`config.mk`:
```
export PLATFORM = sky130hd
export DESIGN_NAME = fetch_unit
export DESIGN_NICKNAME = d
export VERILOG_FILES = /design/src/rtl/fetch_unit_pkg.sv /design/src/rtl/fetch_queue.sv /design/src/rtl/fetch_unit.sv
export SDC_FILE = /design/constraint.sdc
export NUM_CORES = 1
export LEC_CHECK = 0
export CORE_MARGIN = 8
export CORE_UTILIZATION = 35
export CTS_BUF_LIST = sky130_fd_sc_hd__clkbuf_16
export CTS_CLUSTER_DIAMETER = 120
export CTS_CLUSTER_SIZE = 16
export DETAILED_ROUTE_END_ITERATION = 8
export HOLD_SLACK_MARGIN = 0.03
export PLACE_DENSITY_LB_ADDON = 0.15
export SLEW_MARGIN = 20
export SYNTH_ARGS = -nofsm -noshare
export SYNTH_HDL_FRONTEND = slang
export SYNTH_HIERARCHICAL = 1
export SYNTH_SLANG_ARGS = --single-unit
```
`constraint.sdc`:
```
create_clock -name clk -period 4.4 [get_ports clk]
set_input_delay 0.44 -clock clk [delete_from_list [all_inputs] [get_ports clk]]
set_output_delay 0.44 -clock clk [all_outputs]
set_load 0.05 [all_outputs]
```
`src/rtl/fetch_unit_pkg.sv`:
```
// Shared types and constants for the instruction fetch front end.
package fetch_unit_pkg;

   localparam int PROGRAM_ADDRESS_WIDTH = 6;
   localparam logic RESET = 1'b1;
   localparam int INSTR_WIDTH = 32;
   localparam logic [INSTR_WIDTH-1:0] NOP_INSTR = 32'h00000013;

   typedef enum logic [1:0] {IDLE, RUN, DRAIN} fetch_state_t;

   typedef struct packed {
      logic [PROGRAM_ADDRESS_WIDTH-1:0] pc;
      logic [INSTR_WIDTH-1:0]           instr;
   } if_entry_t;

endpackage

```
`src/rtl/fetch_queue.sv`:
```
// Synchronous FIFO of {pc, instr} entries with push/pop/flush; a push into a
// full queue is accepted when a pop happens in the same cycle.
module fetch_queue
   import fetch_unit_pkg::*;
#(
   parameter int DEPTH = 4,
   localparam int CW = $clog2(DEPTH + 1),
   localparam int PW = (DEPTH > 1) ? $clog2(DEPTH) : 1
) (
   input  logic          clk,
   input  logic          rst,
   input  logic          push,
   input  logic          pop,
   input  logic          flush,
   input  if_entry_t     wr_data,
   output if_entry_t     rd_data,
   output logic [CW-1:0] count,
   output logic          full,
   output logic          empty
);

   if_entry_t     mem_q [DEPTH];
   logic [PW-1:0] wr_ptr_q, wr_ptr_d;
   logic [PW-1:0] rd_ptr_q, rd_ptr_d;
   logic [CW-1:0] count_q, count_d;
   logic          do_push, do_pop;

   function automatic logic [PW-1:0] ptr_inc(input logic [PW-1:0] p);
      return (p == PW'(DEPTH - 1)) ? '0 : p + PW'(1);
   endfunction

   assign empty = (count_q == '0);
   assign full  = (count_q == CW'(DEPTH));
   assign count = count_q;

   always_comb begin
      do_pop   = pop && !empty;
      do_push  = push && (!full || do_pop);
      wr_ptr_d = wr_ptr_q;
      rd_ptr_d = rd_ptr_q;
      count_d  = count_q;
      if (flush) begin
         wr_ptr_d = '0;
         rd_ptr_d = '0;
         count_d  = '0;
      end else begin
         if (do_push) wr_ptr_d = ptr_inc(wr_ptr_q);
         if (do_pop)  rd_ptr_d = ptr_inc(rd_ptr_q);
         count_d = count_q + CW'(do_push) - CW'(do_pop);
      end
   end

   always_ff @(posedge clk) begin
      if (rst == RESET) begin
         wr_ptr_q <= '0;
         rd_ptr_q <= '0;
         count_q  <= '0;
      end else begin
         wr_ptr_q <= wr_ptr_d;
         rd_ptr_q <= rd_ptr_d;
         count_q  <= count_d;
      end
   end

   // Storage carries no reset; an empty queue presents zeros instead.
   always_ff @(posedge clk) begin
      if (do_push && !flush) mem_q[wr_ptr_q] <= wr_data;
   end

   assign rd_data = empty ? '0 : mem_q[rd_ptr_q];

endmodule

```
`src/rtl/fetch_unit.sv`:
```
// Front-end fetch stage: issues PCs to imem, queues responses in order, hands
// {pc, instr} to decode. Optional counters: define FETCH_PERF_CNT_EN.
module fetch_unit
   import fetch_unit_pkg::*;
#(
   parameter int QUEUE_DEPTH = 4,
   parameter int MAX_OUTSTANDING = 2,
   parameter logic [PROGRAM_ADDRESS_WIDTH-1:0] RESET_PC = '0
) (
   input  logic                             clk,
   input  logic                             rst,
   output logic                             imem_req_valid,
   input  logic                             imem_req_ready,
   output logic [PROGRAM_ADDRESS_WIDTH-1:0] imem_req_addr,
   input  logic                             imem_rsp_valid,
   input  logic [INSTR_WIDTH-1:0]           imem_rsp_data,
   input  logic                             redirect_valid,
   input  logic [PROGRAM_ADDRESS_WIDTH-1:0] redirect_pc,
   output logic                             if_valid,
   input  logic                             if_ready,
   output logic [INSTR_WIDTH-1:0]           if_instr,
   output logic [PROGRAM_ADDRESS_WIDTH-1:0] if_pc
`ifdef FETCH_PERF_CNT_EN
   ,
   output logic [31:0]                      perf_fetched,
   output logic [31:0]                      perf_stall
`endif
);

   localparam int PAW = PROGRAM_ADDRESS_WIDTH;
   localparam int QCW = $clog2(QUEUE_DEPTH + 1);
   localparam int OW  = $clog2(MAX_OUTSTANDING + 1);

   fetch_state_t   state_q, state_d;
   logic [PAW-1:0] fetch_pc_q, fetch_pc_d;
   logic [OW-1:0]  stale_q, stale_d;
   logic [OW-1:0]  out_after;
   logic [QCW-1:0] q_count;
   logic [OW-1:0]  tag_count;
   logic           q_full, q_empty, tag_full, tag_empty;
   logic           req_valid, req_fire, rsp_stale, push, pop;
   if_entry_t      q_wr, q_head, tag_wr, tag_head;
   logic           unused_bits;

   always_comb begin
      state_d    = state_q;
      fetch_pc_d = fetch_pc_q;
      stale_d    = stale_q;
      // Credit rule: a granted request always has a queue slot waiting for it.
      req_valid  = (state_q == RUN) && !redirect_valid
                   && (int'(tag_count) < MAX_OUTSTANDING)
                   && (int'(q_count) + int'(tag_count) < QUEUE_DEPTH);
      req_fire   = req_valid && imem_req_ready;
      rsp_stale  = (stale_q != '0);
      push       = imem_rsp_valid && !rsp_stale && !redirect_valid;
      out_after  = tag_count + OW'(req_fire) - OW'(imem_rsp_valid);
      if (redirect_valid) begin
         fetch_pc_d = {redirect_pc[PAW-1:2], 2'b00};
         stale_d    = out_after;
      end else begin
         if (req_fire) fetch_pc_d = fetch_pc_q + PAW'(4);
         if (imem_rsp_valid && rsp_stale) stale_d = stale_q - OW'(1);
      end
      case (state_q)
         IDLE:    state_d = RUN;
         RUN:     if (redirect_valid && out_after != '0) state_d = DRAIN;
         DRAIN:   if (!redirect_valid && stale_q == '0) state_d = RUN;
         default: state_d = IDLE;
      endcase
   end

   always_ff @(posedge clk) begin
      if (rst == RESET) begin
         state_q    <= IDLE;
         fetch_pc_q <= RESET_PC;
         stale_q    <= '0;
      end else begin
         state_q    <= state_d;
         fetch_pc_q <= fetch_pc_d;
         stale_q    <= stale_d;
      end
   end

   // Tag FIFO remembers each request PC until its response returns, stale or not.
   assign tag_wr = '{pc: fetch_pc_q, instr: '0};
   assign q_wr   = '{pc: tag_head.pc, instr: imem_rsp_data};
   assign pop    = if_valid && if_ready;

   fetch_queue #(.DEPTH(MAX_OUTSTANDING)) u_tag_fifo (
      .clk(clk), .rst(rst), .push(req_fire), .pop(imem_rsp_valid), .flush(1'b0),
      .wr_data(tag_wr), .rd_data(tag_head), .count(tag_count),
      .full(tag_full), .empty(tag_empty)
   );

   fetch_queue #(.DEPTH(QUEUE_DEPTH)) u_instr_queue (
      .clk(clk), .rst(rst), .push(push), .pop(pop), .flush(redirect_valid),
      .wr_data(q_wr), .rd_data(q_head), .count(q_count),
      .full(q_full), .empty(q_empty)
   );

   assign imem_req_valid = req_valid;
   assign imem_req_addr  = fetch_pc_q;
   assign if_valid       = !q_empty;
   assign if_pc          = q_head.pc;
   assign if_instr       = q_head.instr;
   assign unused_bits    = ^{tag_head.instr, tag_full, tag_empty, q_full};

`ifdef FETCH_PERF_CNT_EN
   logic [31:0] perf_fetched_q, perf_fetched_d;
   logic [31:0] perf_stall_q, perf_stall_d;

   always_comb begin
      perf_fetched_d = perf_fetched_q + 32'(push);
      perf_stall_d   = perf_stall_q + 32'(if_valid && !if_ready);
   end

   always_ff @(posedge clk) begin
      if (rst == RESET) begin
         perf_fetched_q <= '0;
         perf_stall_q   <= '0;
      end else begin
         perf_fetched_q <= perf_fetched_d;
         perf_stall_q   <= perf_stall_d;
      end
   end

   assign perf_fetched = perf_fetched_q;
   assign perf_stall   = perf_stall_q;
`endif

endmodule

```
## Yosys cells after proc, flatten, opt, wreduce, memory -nomap -nowiden

Memories as Yosys holds them, arrays and structs flattened. A register that Yosys moved wholly into a read port is not among the register bits.
Index checks and enable logic that the tools add are counted.

- Add/subtract/negate cells: 13
- Magnitude comparators: 2
- Eq/ne operators: 8
- Muxes and demuxes: 21
- Reduce and logical (&&, ||, !) cells: 33

Operators by type and width:

| operator | number |
|---|---|
| $mux 38 | 2 |
| $mux 2 | 8 |
| $logic_and 1x1->1 | 15 |
| $mux 6 | 2 |
| $eq 2x2->1 const B | 4 |
| $mux 1 | 8 |
| $reduce_bool 2->1 | 4 |
| $add 6x3->6 const B | 1 |
| $logic_not 1->1 | 6 |
| $logic_not 2->1 | 3 |
| $pmux 2 s3 | 1 |
| $add 2x1->2 | 2 |
| $add 2x1->2 const B | 2 |
| $add 3x2->4 | 1 |
| $lt 4x3->1 const B | 1 |
| $sub 2x1->2 | 2 |
| $add 3x1->3 | 1 |
| $eq 3x3->1 const B | 1 |
| $logic_not 3->1 | 1 |
| $sub 3x1->3 | 1 |
| $add 1x1->1 const B | 2 |
| $eq 2x1->1 const B | 1 |
| $logic_or 1x1->1 | 2 |
| $lt 2x2->1 const B | 1 |
| 5 further kinds | 5 |

- Register bits after elaboration: 21
- RAM bits: 164
- Bits of input ports: 44
- Output and inout port bits: 46
- Logic and storage cells: 89
- Memories kept: 2

Memories:

| name | depth | width | read ports | clocked after Yosys merged registers in | write ports | RTL line | RTL |
|---|---|---|---|---|---|---|---|
| u_instr_queue.mem_q | 4 | 38 | 1 | 1 | 1 | fetch_queue.sv:22 | `if_entry_t mem_q [DEPTH];` |
| u_tag_fifo.mem_q | 2 | 6 | 1 | 1 | 1 | fetch_queue.sv:22 |  |

## Longest topological paths before layout

- Word-level depth: 11
- Mapped depth: 11
- Depth with buffers taken out: 11

## Modules after synthesis

The synthesis kept the hierarchy.

By module, submodules not included:

| module | times used | cells an instance | area each (um^2) | sequential area each (um^2) |
|---|---|---|---|---|
| fetch_queue at u_instr_queue | 1 | 291 | 6,233.5 | 4,744.6 |
| fetch_queue at u_tag_fifo | 1 | 188 | 3,089.2 | 2,382.3 |
| fetch_unit | 1 | 67 | 634.4 | 160.2 |

## Worst setup path before layout

OpenSTA, ideal clock, no wires.

- Kind: input port to flip-flop
- From: input port redirect_valid
- To: memory u_tag_fifo/mem_q[1][0] in the netlist's numbering (enable)
- Setup time: 489 ps
- Data arrival time: 4,148 ps
- Data required time: 3,911 ps
- Setup slack: -236 ps
- Stages: 6
- Buffers on the path: 1
- Path through: buf_6 > nor4_4 > nand4_4 > clkinv_4 > o21ai_0 > nor3b_1

- Word-level cells in the longest chain between the ends: 8

Ends and longest elaborated chain:

| what | RTL line | RTL |
|---|---|---|
| start, declared | fetch_unit.sv:17 | `input logic redirect_valid,` |
| $logic_not 1->1 | fetch_unit.sv:50 | `req_valid = (state_q == RUN) && !redirect_valid` |
| $logic_and 1x1->1 | fetch_unit.sv:50 |  |
| $logic_and 1x1->1 | fetch_unit.sv:51 | `&& (int'(tag_count) < MAX_OUTSTANDING)` |
| $logic_and 1x1->1 | fetch_unit.sv:52 | `&& (int'(q_count) + int'(tag_count) < QUEUE_DEPTH);` |
| $logic_and 1x1->1 | fetch_unit.sv:53 | `req_fire = req_valid && imem_req_ready;` |
| net req_fire | fetch_unit.sv:41 | `logic req_valid, req_fire, rsp_stale, push, pop;` |
| $logic_and 1x1->1 | fetch_queue.sv:38 | `do_push = push && (!full \|\| do_pop);` |
| $mux 1 | fetch_queue.sv:67 | `if (do_push && !flush) mem_q[wr_ptr_q] <= wr_data;` |
| $mux 1 (implied by the code) | fetch_queue.sv:67 |  |
| end, declared | fetch_queue.sv:22 |  |

The timed path passes the listed nets, and every way through them passes these cells.

==> results by group <==
Clocking
  • Post-CTS Hold Fix Bufs: 0
  • H-tree lvl count: 4
  • Max clock buf depth: 2
  • Num CTS Buffers: 17
  • CTS sink count: 186
  • Clk root buf: clkbuf_16
  • Post-cts sizing count: 0
  • TritonCTS clock tree: yes
  • Clock transition at the registers of the reported paths: 0.07 ns
  • Setup Buffers After CTS: 0
  • Clock latency on the worst-skew pair: 0.43 ns

Cells and area
  • Proportion of layout cells with a drive suffix above 1: 0.178
  • Number of diodes: 0
  • Fillcell total: 1840
  • Util after Layout: 0.441
  • NumNets Final: 572
  • Layout area overhead: 23.1%

Die
  • Die Span Y: 163 µm
  • Die W: 163 µm
  • Die Footprint: 0.0266 mm²
  • I/O pin total: 90
  • Core footprint: 0.0211 mm²
  • # rows: 53
  • Starting Density: 0.359

Timing
  • Max-slew headroom: 0.419
  • Setup TNS: 0 ns
  • Final Max Slew Viols: 0
  • Fin. Hold Viols: 0
  • FMAX: 294 MHz
  • Final Setup Violations: 0
  • Fin crit period: 3.40 ns
  • Fin Clk Skew: 0.00916 ns
  • RSZ-0062 raised after global routing: false
  • Least-Margin Pin Slew: 0.870 ns
  • Period utilization: 0.773
  • Final worst slack: 0.999 ns

Min path
  • Hold Crit Depth: 2
  • Min-Delay Path Class: reg -> reg
  • Worst hold endpoint: u_tag_fifo/wr_ptr_q
  • Hold path start: u_tag_fifo/wr_ptr_q

Routing
  • Wire length per cell: 18.2 µm
  • DRC Markers: 0
  • Post-detailed-route via-to-cell ratio: 4.81
  • Final WL: 14.6 mm
  • ANT nets after route: 0
  • Vias: 3864
  • Pre-antenna DRT Iters: 4
  • Iteration-0 DRC Markers: 209

Worst setup path
  • CP endpoint kind: primary output
  • CP Data Arrival Time: 2.96 ns
  • Worst endpoint required time: 3.96 ns
  • R2r startpoint: u_tag_fifo/count[1]
  • CP Class: reg -> out
  • RR Endpoint: u_tag_fifo/mem_q[1][33]
  • Worst Setup Start Kind: flip-flop
  • Reg2Reg Setup Slack: 1.87 ns
  • Max Fanout on Critical Path: 19
  • R2R depth: 6

Pwr
  • Tot Pwr: 0.00360 W
  • Power Density: 387 mW/mm²
  • Leak Pwr: 3.03 nW
  • VDD IR max: 0.252 mV

Outcome
  • Run status: finished clean

Placement
  • Port bufs: 85
  • Post-DP HPWL: 8.92 mm
  • RePlAce Congestion: 0.694
  • Post-place setup slack: 1.28 ns

Global route
  • Vias in the first global route: 4274
  • Wire length of the first global-routing pass: 23.2 mm
  • Initial antenna violation count: 0
  • Met3 GRT Util: 0.0303
  • Largest net degree at the start of global routing: 40
  • Gr busiest metal: met2
  • Gr usage total: 0.116
  • Met1 Use GR: 0.138
  • GR Overflow Total: 0
  • GR Layer Usage met2: 0.197

Yosys
  • Cells after Synth: 412
  • Synthesized area per cell: 18.4 µm²
  • Synthesized area: 0.00756 mm²
  • Synth warn: 6

Job
  • Maximum capacitance violations: 0
[layer usage]
metal / wire length [µm] / vias up
met5: 0 / -
li1: - / 1790
met2: 7470 / 70
met1: 6300 / 1986
met4: 221 / 0
met3: 594 / 18
[worst max-delay path, stage by stage, from the launching register on]
cell and delay, ns:
dfxtp_2 0.83, buf_12 0.27, mux4_2 0.52, nor2b_1 0.16, clkdlybuf4s50_1 0.74
[cell usage in the layout (no fill, tap or decap), types with 2 or more instances in the layout]
cell type,instances
and3_1,2
dfxtp_1,20
buf_4,8
o21ai_0,8
nand2_1,11
nor3_1,6
xnor2_1,5
nor3b_2,4
conb_1,12
nor3b_1,2
mux2i_1,10
dfxtp_2,2
inv_6,5
edfxtp_1,164
inv_1,10
nand2b_1,3
a21oi_1,2
clkbuf_16,17
and2_1,3
ha_1,12
or3_1,2
nor2b_1,42
a2111oi_2,3
nor2_1,16
nand3_1,5
mux4_2,38
inv_8,4
clkinv_4,4
clkdlybuf4s50_1,85
[registers in the layout, summed over array words and instances (netlist names), named ones only]
register	flops
u_tag_fifo/mem_q	12
u_instr_queue/wr_ptr_q	2
state_q	2
u_tag_fifo/wr_ptr_q	1
u_instr_queue/count	3
u_instr_queue/rd_ptr_q	2
u_tag_fifo/rd_ptr_q	1
u_tag_fifo/count	2
imem_req_addr	4
stale_q	2
u_instr_queue/mem_q	152
[power breakdown]
part	internal, W	total (W)	leakage (nW)	switching (W)
registers	0.00194	0.00195	1.71	0.0000123
clock network	0.000746	0.00143	0.274	0.000681
logic	0.0000939	0.000223	1.05	0.000129
[through the flow]
step / area (µm²) / hold slack [ns] / std cells
after floorplan: 7600 / 0.456 / 423
final: 9310 / 0.491 / 803
after CTS: 9310 / 0.496 / 803
after detailed placement: 8750 / 0.488 / 771
after global placement: 8750 / 0.469 / 771
after global routing: 9310 / 0.536 / 803
[how the worst max path moves through the flow]
| stage | from | endpoint | slack (ns) | cells past startpoint |
|---|---|---|---|---|
| after detailed placement | redirect_valid | u_tag_fifo/mem_q[1][37] | 1.28 | 7 |
| after floorplan | redirect_valid | u_instr_queue/mem_q[0][0] | -0.15 | 5 |
| after CTS | flip-flop | if_instr[6] | 0.89 | 4 |
| after global placement | redirect_valid | u_tag_fifo/mem_q[1][33] | 1.33 | 7 |
| after global routing | flip-flop | if_instr[6] | 0.81 | 4 |
| final | flip-flop | if_instr[6] | 1.0 | 4 |
[layout make-up]
type	count	area, µm²	share of cell area
repair buffers	94	931	0.100
clock buffers	17	425	0.0457
well taps	275	344	0.0370
inverters	11	46.3	0.00498
flip-flops and latches	186	5370	0.577
multi-input cells	205	2060	0.221
clock inverters	15	131	0.0141
No activity file was read; power rests on OpenSTA's default activity.
